$ cat config.mk
export PLATFORM = sky130hd
export DESIGN_NAME = fp_exp_fifo
export DESIGN_NICKNAME = d
export VERILOG_FILES = /design/src/rtl/fp_exp_fifo.sv
export SDC_FILE = /design/constraint.sdc
export NUM_CORES = 1
export LEC_CHECK = 0
export BUFFER_PORTS_ARGS = -buffer_cell sky130_fd_sc_hd__buf_2
export CAP_MARGIN = 5
export CORE_UTILIZATION = 54
export DETAILED_ROUTE_END_ITERATION = 7
export PLACE_DENSITY_LB_ADDON = 0.2
export SETUP_SLACK_MARGIN = 0.1
export SYNTH_ARGS = -nofsm -noshare
export SYNTH_HDL_FRONTEND = slang
export SYNTH_SLANG_ARGS = --single-unit
$ cat constraint.sdc
create_clock -name clk -period 3.3 [get_ports clk]
set_input_delay 0.66 -clock clk [delete_from_list [all_inputs] [get_ports clk]]
set_output_delay 0.66 -clock clk [all_outputs]
set_load 0.02 [all_outputs]
$ cat src/rtl/fp_exp_fifo.sv
// rtl/fp_exp_fifo.sv - circular expected-value FIFO with wrap-bit pointers
module fp_exp_fifo #(
    parameter int DATA_W = 32,
    parameter int DEPTH  = 8
) (
    input  logic              clk,
    input  logic              rst_n,
    input  logic              push,
    input  logic [DATA_W-1:0] din,
    input  logic              pop,
    output logic [DATA_W-1:0] dout,
    output logic              full,
    output logic              empty
);
    localparam int AW = $clog2(DEPTH);

    logic [DATA_W-1:0] mem [DEPTH];
    logic [AW:0]       wr_ptr;
    logic [AW:0]       rd_ptr;

    always_ff @(posedge clk or negedge rst_n) begin
        if (!rst_n) begin
            wr_ptr <= '0;
            rd_ptr <= '0;
        end else begin
            if (push) wr_ptr <= wr_ptr + 1'b1;
            if (pop)  rd_ptr <= rd_ptr + 1'b1;
        end
    end

    always_ff @(posedge clk) begin
        if (push) mem[wr_ptr[AW-1:0]] <= din;
    end

    // Head is read combinationally so a compare sees only entries written before this cycle.
    assign dout  = mem[rd_ptr[AW-1:0]];
    assign empty = (wr_ptr == rd_ptr);
    assign full  = (wr_ptr[AW] != rd_ptr[AW]) && (wr_ptr[AW-1:0] == rd_ptr[AW-1:0]);

endmodule

# [After elaboration in Yosys (flattened, before gate mapping)]
# Memories as Yosys holds them, arrays and structs flattened.
# Index checks and enable logic that the tools add are counted.
# W data, S select, Z words.
[word_totals] reg_bits=8 mem_bits_rw=256 input_bits=36 out_inout_bits=34 word_cells=11 n_memories=1
[memory_table] memory="mem" words=8 width=32 rd=1 rd_ports_with_merged_regs=0 wr=1 line="17" source="logic [DATA_W-1:0] mem [DEPTH];"
[classes] n_addsub=2 n_eq_ne=3 muxes=2 reduce_logical=1
[ops] op="$add A4 B1 Y4 const B" count=2
[ops] op="$eq A4 B4 Y1" count=1
[ops] op="$eq A3 B3 Y1" count=1
[ops] op="$mux W1" count=2
[ops] op="$logic_and A1 B1 Y1" count=1
[ops] op="$ne A1 B1 Y1" count=1

# [Depth between registers and ports, before layout]
# Gate-level depths: netlist (run 1).
[depth] word_depth=2 mapped_depth=5 ltp_nobuf=3

# [Worst setup path after synthesis (run 1)]
# OpenSTA, ideal clock, no wires.
[synth_path] kind="input port to flip-flop" from="input push" to="memory mem[0][0], enable pin" setup_time_ns=0.461 t_arrival_ns=2.960 required_ns=2.839 setup_slack_ns=-0.121 stages=2 path_buffers=0 path_cell_list="nand2b_1 -> nor3_1"
[synth_via] elab_chain_cells=2
[synth_lines] item="from (decl)" line="8" source="input logic push,"
[synth_lines] item="$mux W1" line="32" source="if (push) mem[wr_ptr[AW-1:0]] <= din;"
[synth_lines] item="$mux W1 (implied by the code)" line="32"
[synth_lines] item="to (decl)" line="17"
# No other way between the ends.

# [Worst setup path in the final report (run 1)]
[layout_path] from="register rd_ptr[2]" to="output dout[18]"
[layout_via] elab_chain_cells=1
[layout_lines] item="from (decl)" line="19" source="logic [AW:0] rd_ptr;"
[layout_lines] item="from (signal assigned)" line="27" source="if (pop) rd_ptr <= rd_ptr + 1'b1;"
[layout_lines] item="$mem_v2 Z8 W32"
[layout_lines] item="to (decl)" line="11" source="output logic [DATA_W-1:0] dout,"
# No other way between the ends.

==> summary.md, run 1 <==
| Metric | Value |
|---|---|
| Slew of the pin with the lowest slew margin | `0.716 ns` |
| Total track usage | `0.193` |
| Worst EP required | `2.64 ns` |
| Die width | `140 um` |
| Mapped Nets | `452` |
| Clock transition at path regs | `0.06 ns` |
| WL/cell | `23.3 um` |
| Die Span Y | `140 um` |
| I/O Pins | `70` |
| Setup crit end kind | `output pin` |
| # resized after CTS | `0` |
| Post-route cell area | `11900 um2` |
| Antenna Nets Post-Route | `0` |
| Nets | `554` |
| Drt initial violations | `242` |
| Vias/cell | `5.84` |
| Synthesized flop and latch total | `264` |
| CTS root buffer | `clkbuf_16` |
| Die Area | `19600 um2` |
| Critical Path AT | `2.35 ns` |
| First-pass GRT wire length | `27500 um` |
| Core area | `18600 um2` |
| Port Buffers | `69` |
| Worst skew pair latency | `0.52 ns` |
| Setup Skew | `0.00985 ns` |
| VDD IR max | `0.000785 V` |
| DRC | `0` |
| Fmax | `0.333 GHz` |
| Dpl hpwl | `10200 um` |
| Post-DP Area | `11000 um2` |
| Routed wire length | `18000 um` |
| Synth Cell Area | `10300 um2` |
| CP startpoint kind | `flop` |
| Initial antenna violation count | `0` |
| Fraction of layout instances using a drive strength above 1 | `0.397` |
| Rel. slew slack | `0.523` |
| Hold WC Path Type | `input pin to flop` |
| Initial Util | `0.551` |
| Total gr overflow | `0` |
| Synth cell types | `24` |
| Fin crit share | `0.911` |
| PD cells | `908 nW/um2` |
| # setup viols final | `0` |
| Final GP Congestion | `0.728` |
| Cells after Synth | `414` |
| Number of diodes | `0` |
| Final hold vios | `0` |
| Num CTS Buffers | `27` |
| Clk sinks | `264` |
| Synth Area per Inst | `24.8 um2` |
| Max Slew Vio Count | `0` |
| Ys Warns | `0` |
| TNS Setup | `0 ns` |
| Placement row count | `50` |
| Crit Path Class | `flop to output pin` |
| Sequential area share after synthesis | `0.768` |
| CTS tree | `built` |
| Clk buf depth | `3` |
| Crit path time final | `3.01 ns` |
| DR pass1 iterations | `4` |
| Max-capacitance violation count | `0` |
| H-tree depth | `1` |
| P_leak | `4.06 nW` |
| Status | `finished clean` |
| DR vias | `4495` |
| RSZ-0062 raised after global routing | `false` |
| Vias in the first global route | `4648` |
| Area grow syn2layout | `15.7%` |
| CP max FO | `19` |
| Pin count of the biggest net entering global routing | `37` |
[worst max-delay path, cell delays in order (launching register included)]
cell,delay (ns)
dfrtp_2,0.71
buf_4,0.34
mux4_2,0.33
mux2_4,0.28
buf_2,0.16
[routing by layer]
layer  GRT usage  wire (um)  part of all wire
met5           0          0                 0
met4      0.0440        280             0.016
met3      0.0382        817             0.045
met2       0.328       9170              0.51
met1       0.262       7700              0.43
[final timing paths]
| kind | start | end | slack, ns | depth (start not counted) |
|---|---|---|---|---|
| max in group asynchronous | rst_n | rd_ptr[0] | 2.60 | 2 |
| min in group asynchronous | rst_n | wr_ptr[0] | 0.51 | 2 |
| setup / recovery | rd_ptr[2] | dout[18] | 0.29 | 4 |
| setup reg to reg | wr_ptr[0] | mem[3][8] | 1.36 | 3 |
| hold reg to reg | wr_ptr[3] | wr_ptr[3] | 0.50 | 1 |
| hold / removal | pop | rd_ptr[0] | 0.40 | 2 |
[stage by stage]
stage / hold slack, ns / instances / total power, mW / setup WS [ns] / utilization
global route: 0.396 / 770 / 11.3 / 0.166 / 0.637
floorplan: 0.364 / 414 / 7.14 / 0.736 / -
global placement: 0.483 / 715 / 8.09 / 0.559 / 0.592
detailed placement: 0.491 / 715 / 8.15 / 0.522 / 0.592
finish: 0.399 / 770 / 10.8 / 0.294 / 0.637
CTS: 0.389 / 766 / 10.9 / 0.129 / 0.636
[cell usage in the layout, fill, tap and decap left out, types with 3 or more instances in the layout]
cell	instances
xor2_1	5
mux2_2	6
clkbuf_1	12
edfxtp_1	256
clkbuf_16	27
mux2_4	27
buf_12	7
nand2_1	4
mux4_1	21
nor2_4	5
dfrtp_1	5
clkinv_2	4
xnor2_1	5
nand2b_1	3
buf_2	69
buf_4	16
mux4_2	43
clkinv_1	4
[sequential cells by signal, indices dropped and copies added (netlist names)]
name	flops
mem	256
rd_ptr	4
wr_ptr	4
[cells by family (layout without fill, tap and decap cells)]
logic type / Yosys count / after routing / share of synthesized area
xor+xnor: 10 / 10 / 0.00853
fa+ha+maj: 2 / 2 / 0.00244
buf+inv: 22 / 144 / 0.0165
flops: 264 / 264 / 0.768
mux: 98 / 98 / 0.195
simple gates: 18 / 18 / 0.00878
[cells in the mapped netlist]
| cell type | instances | area, um2 |
|---|---|---|
| edfxtp_1 | 256 | 7690 |
| mux2_1 | 1 | 11.3 |
| mux4_2 | 43 | 968 |
| nor3_1 | 2 | 10.0 |
| nor4b_1 | 1 | 8.76 |
| nand2b_1 | 3 | 18.8 |
| inv_1 | 1 | 3.75 |
| buf_6 | 1 | 11.3 |
| buf_12 | 4 | 80.1 |
| nor2_1 | 5 | 18.8 |
| dfrtp_1 | 8 | 200 |
| buf_1 | 2 | 7.51 |
| xor2_1 | 5 | 43.8 |
| clkbuf_1 | 5 | 18.8 |
| mux2_4 | 27 | 405 |
| nand2_1 | 4 | 15.0 |
| mux2_2 | 6 | 67.6 |
| xnor2_1 | 5 | 43.8 |
| ha_1 | 2 | 25.0 |
| nand4_1 | 2 | 12.5 |
| buf_2 | 8 | 40.0 |
| clkbuf_4 | 1 | 7.51 |
| mux4_1 | 21 | 552 |
| nor4_1 | 1 | 6.26 |
[area by class of cell]
class	instances	area, um2
sequential	264	7890
clock inverter	9	43.8
timing repair buffer	94	643
clock buffer	40	734
tap	234	293
inverter	1	3.75
multi-input combinational	128	2270
fill	1262	6760
[repair_timing]
item,CTS,global route
endpoints found under the setup margin,23,6
setup buffers,1,4
hold buffers,1,0
hold endpoints to repair,8,0
[report_power, final]
part | switching, mW | total (mW) | internal [mW]
Combinational | 1.76 | 3.56 | 1.80
Sequential | 0.308 | 4.53 | 4.22
Clock | 1.16 | 2.69 | 1.53
Total | 3.23 | 10.8 | 7.55
Power figures use the tool's default switching activity.
==> inputs of run 2 (changes only) <==
--- a/config.mk
+++ b/config.mk
@@ -8,7 +8,9 @@
 export BUFFER_PORTS_ARGS = -buffer_cell sky130_fd_sc_hd__buf_2
 export CAP_MARGIN = 5
 export CORE_UTILIZATION = 54
+export CTS_CLUSTER_DIAMETER = 150
 export DETAILED_ROUTE_END_ITERATION = 7
+export GPL_TIMING_DRIVEN = 0
 export PLACE_DENSITY_LB_ADDON = 0.2
 export SETUP_SLACK_MARGIN = 0.1
 export SYNTH_ARGS = -nofsm -noshare
==> summary.md, run 2 (synthesis gave the netlist of run 1 again) <==
| Metric | Value |
|---|---|
| Number of diodes | `0` |
| Routed wire length | `18600 um` |
| Setup Skew | `0.00567 ns` |
| Fill count | `1230` |
| Initial Util | `0.551` |
| Critical Path AT | `2.42 ns` |
| Port Buffers | `69` |
| Fin crit share | `0.934` |
| Area grow syn2layout | `18.2%` |
| Slew of the pin with the lowest slew margin | `0.926 ns` |
| Commonest non-fill, non-tap cell in the layout | `edfxtp_1` |
| Total track usage | `0.199` |
| Hold WC Path Type | `input pin to flop` |
| First-pass GRT wire length | `28200 um` |
| CTS tree | `built` |
| DR pass1 iterations | `4` |
| RSZ-0062 raised after global routing | `false` |
| Clk buf depth | `3` |
| DRC | `0` |
| CP startpoint kind | `flop` |
| Register area | `7890 um2` |
| VDD IR max | `0.000685 V` |
| Die Span Y | `140 um` |
| I/O Pins | `70` |
| Clk sinks | `264` |
| Fraction of layout instances using a drive strength above 1 | `0.407` |
| Worst skew pair latency | `0.51 ns` |
| Drt initial violations | `252` |
| H-tree depth | `1` |
| Fmax | `0.324 GHz` |
| # Post-CTS Setup Buffers | `0` |
| Commonest non-fill, non-tap cells in the layout | `edfxtp_1 (256), buf_2 (76), mux4_2 (43)` |
| Rel. slew slack | `0.382` |
| Die width | `140 um` |
| Hold depth | `2` |
| Initial antenna violation count | `0` |
| Area of the multi-input gates | `2270 um2` |
| R2R cell count | `4` |
| # setup viols final | `0` |
| Pin count of the biggest net entering global routing | `33` |
| PD cells | `937 nW/um2` |
| Num CTS Buffers | `27` |
| Crit Path Class | `flop to output pin` |
| Crit path time final | `3.08 ns` |
| Final design utilization | `0.651` |
| Antenna Nets Post-Route | `0` |
| Worst EP required | `2.64 ns` |
| Dpl hpwl | `11100 um` |
| Vias/cell | `5.89` |
| Die Area | `19600 um2` |
| Nets | `560` |
| TNS Setup | `0 ns` |
| Core area | `18600 um2` |
| Placement row count | `50` |
| P_leak | `4.17 nW` |
| CTS root buffer | `clkbuf_16` |
| WL/cell | `24.0 um` |
| Status | `finished clean` |
| Clock transition at path regs | `0.06 ns` |
| DR vias | `4565` |
| Total gr overflow | `0` |
| Largest register FFs | `256` |
| Max-capacitance violation count | `0` |
| Max Slew Vio Count | `0` |
| Vias in the first global route | `4803` |
| CP max FO | `10` |
| Final hold vios | `0` |
| Setup crit end kind | `output pin` |
| Final GP Congestion | `0.746` |
run 2: cell count changes in the layout (fill, tap and decap cells not counted), moves of 2 or more:
cell and delta:
buf_4 -16, clkbuf_1 -8, buf_2 +7, bufinv_16 +6, buf_16 +5, clkinvlp_4 +3, dfrtp_1 +3, clkbuf_2 +2
clkbuf_4 +2, clkinv_1 +2, dfrtp_2 -2
run 2: area by class of cell:
cell class	count	share of cell area
plain buffers	21	0.0140
clock buffers	27	0.0557
clock inverters	21	0.0213
inverters	1	0.000309
multi-input cells	128	0.187
flip-flops and latches	264	0.650
well taps	234	0.0241
repair buffers	79	0.0478
run 2: routing by layer:
layer  part of all wire  vias to the layer above  global-route usage
met3              0.044                       27              0.0320
li1                   -                     1998                   -
met5                  0                        -                   0
met4              0.016                        0              0.0555
met1               0.41                     2411               0.267
met2               0.53                      129               0.342
run 2: metrics by stage:
step                hold slack (ns)  instance area (um2)  cells  power [mW]  setup slack (ns)
global route                  0.357                12100    775        11.8             0.115
finish                        0.380                12100    775        11.4             0.218
detailed placement            0.486                11200    726        8.35             0.486
floorplan                     0.364                10300    414        7.14             0.736
CTS                           0.354                12100    775        11.5             0.141
global placement              0.483                10900    717        8.10            -0.821
run 2: timing repair:
item	in CTS	in global routing
hold buffers	1	0
gates resized for setup	1	3
endpoints found under the setup margin	30	9
hold endpoints to repair	8	0
run 2: where the power goes:
group / leakage (nW) / internal (mW) / switching (mW)
registers: 2.42 / 4.22 / 0.124
logic: 1.30 / 1.85 / 2.04
clock network: 0.451 / 1.95 / 1.18
total: 4.17 / 8.02 / 3.35
run 2: final timing paths:
path,from,to,slack [ns]
worst max register to register,wr_ptr[0],mem[3][15],1.06
worst max-delay path,rd_ptr[2],dout[31],0.22
min in group asynchronous,rst_n,wr_ptr[0],0.53
worst min-delay path,pop,rd_ptr[0],0.38
max in group asynchronous,rst_n,rd_ptr[2],2.59
worst min register to register,rd_ptr[3],rd_ptr[3],0.50
run 2: critical path, cell delays in order (launching register included):
cell      delay (ns)
dfrtp_1         0.42
clkbuf_2        0.31
buf_2           0.35
mux4_2          0.35
mux2_2          0.31
buf_2           0.17
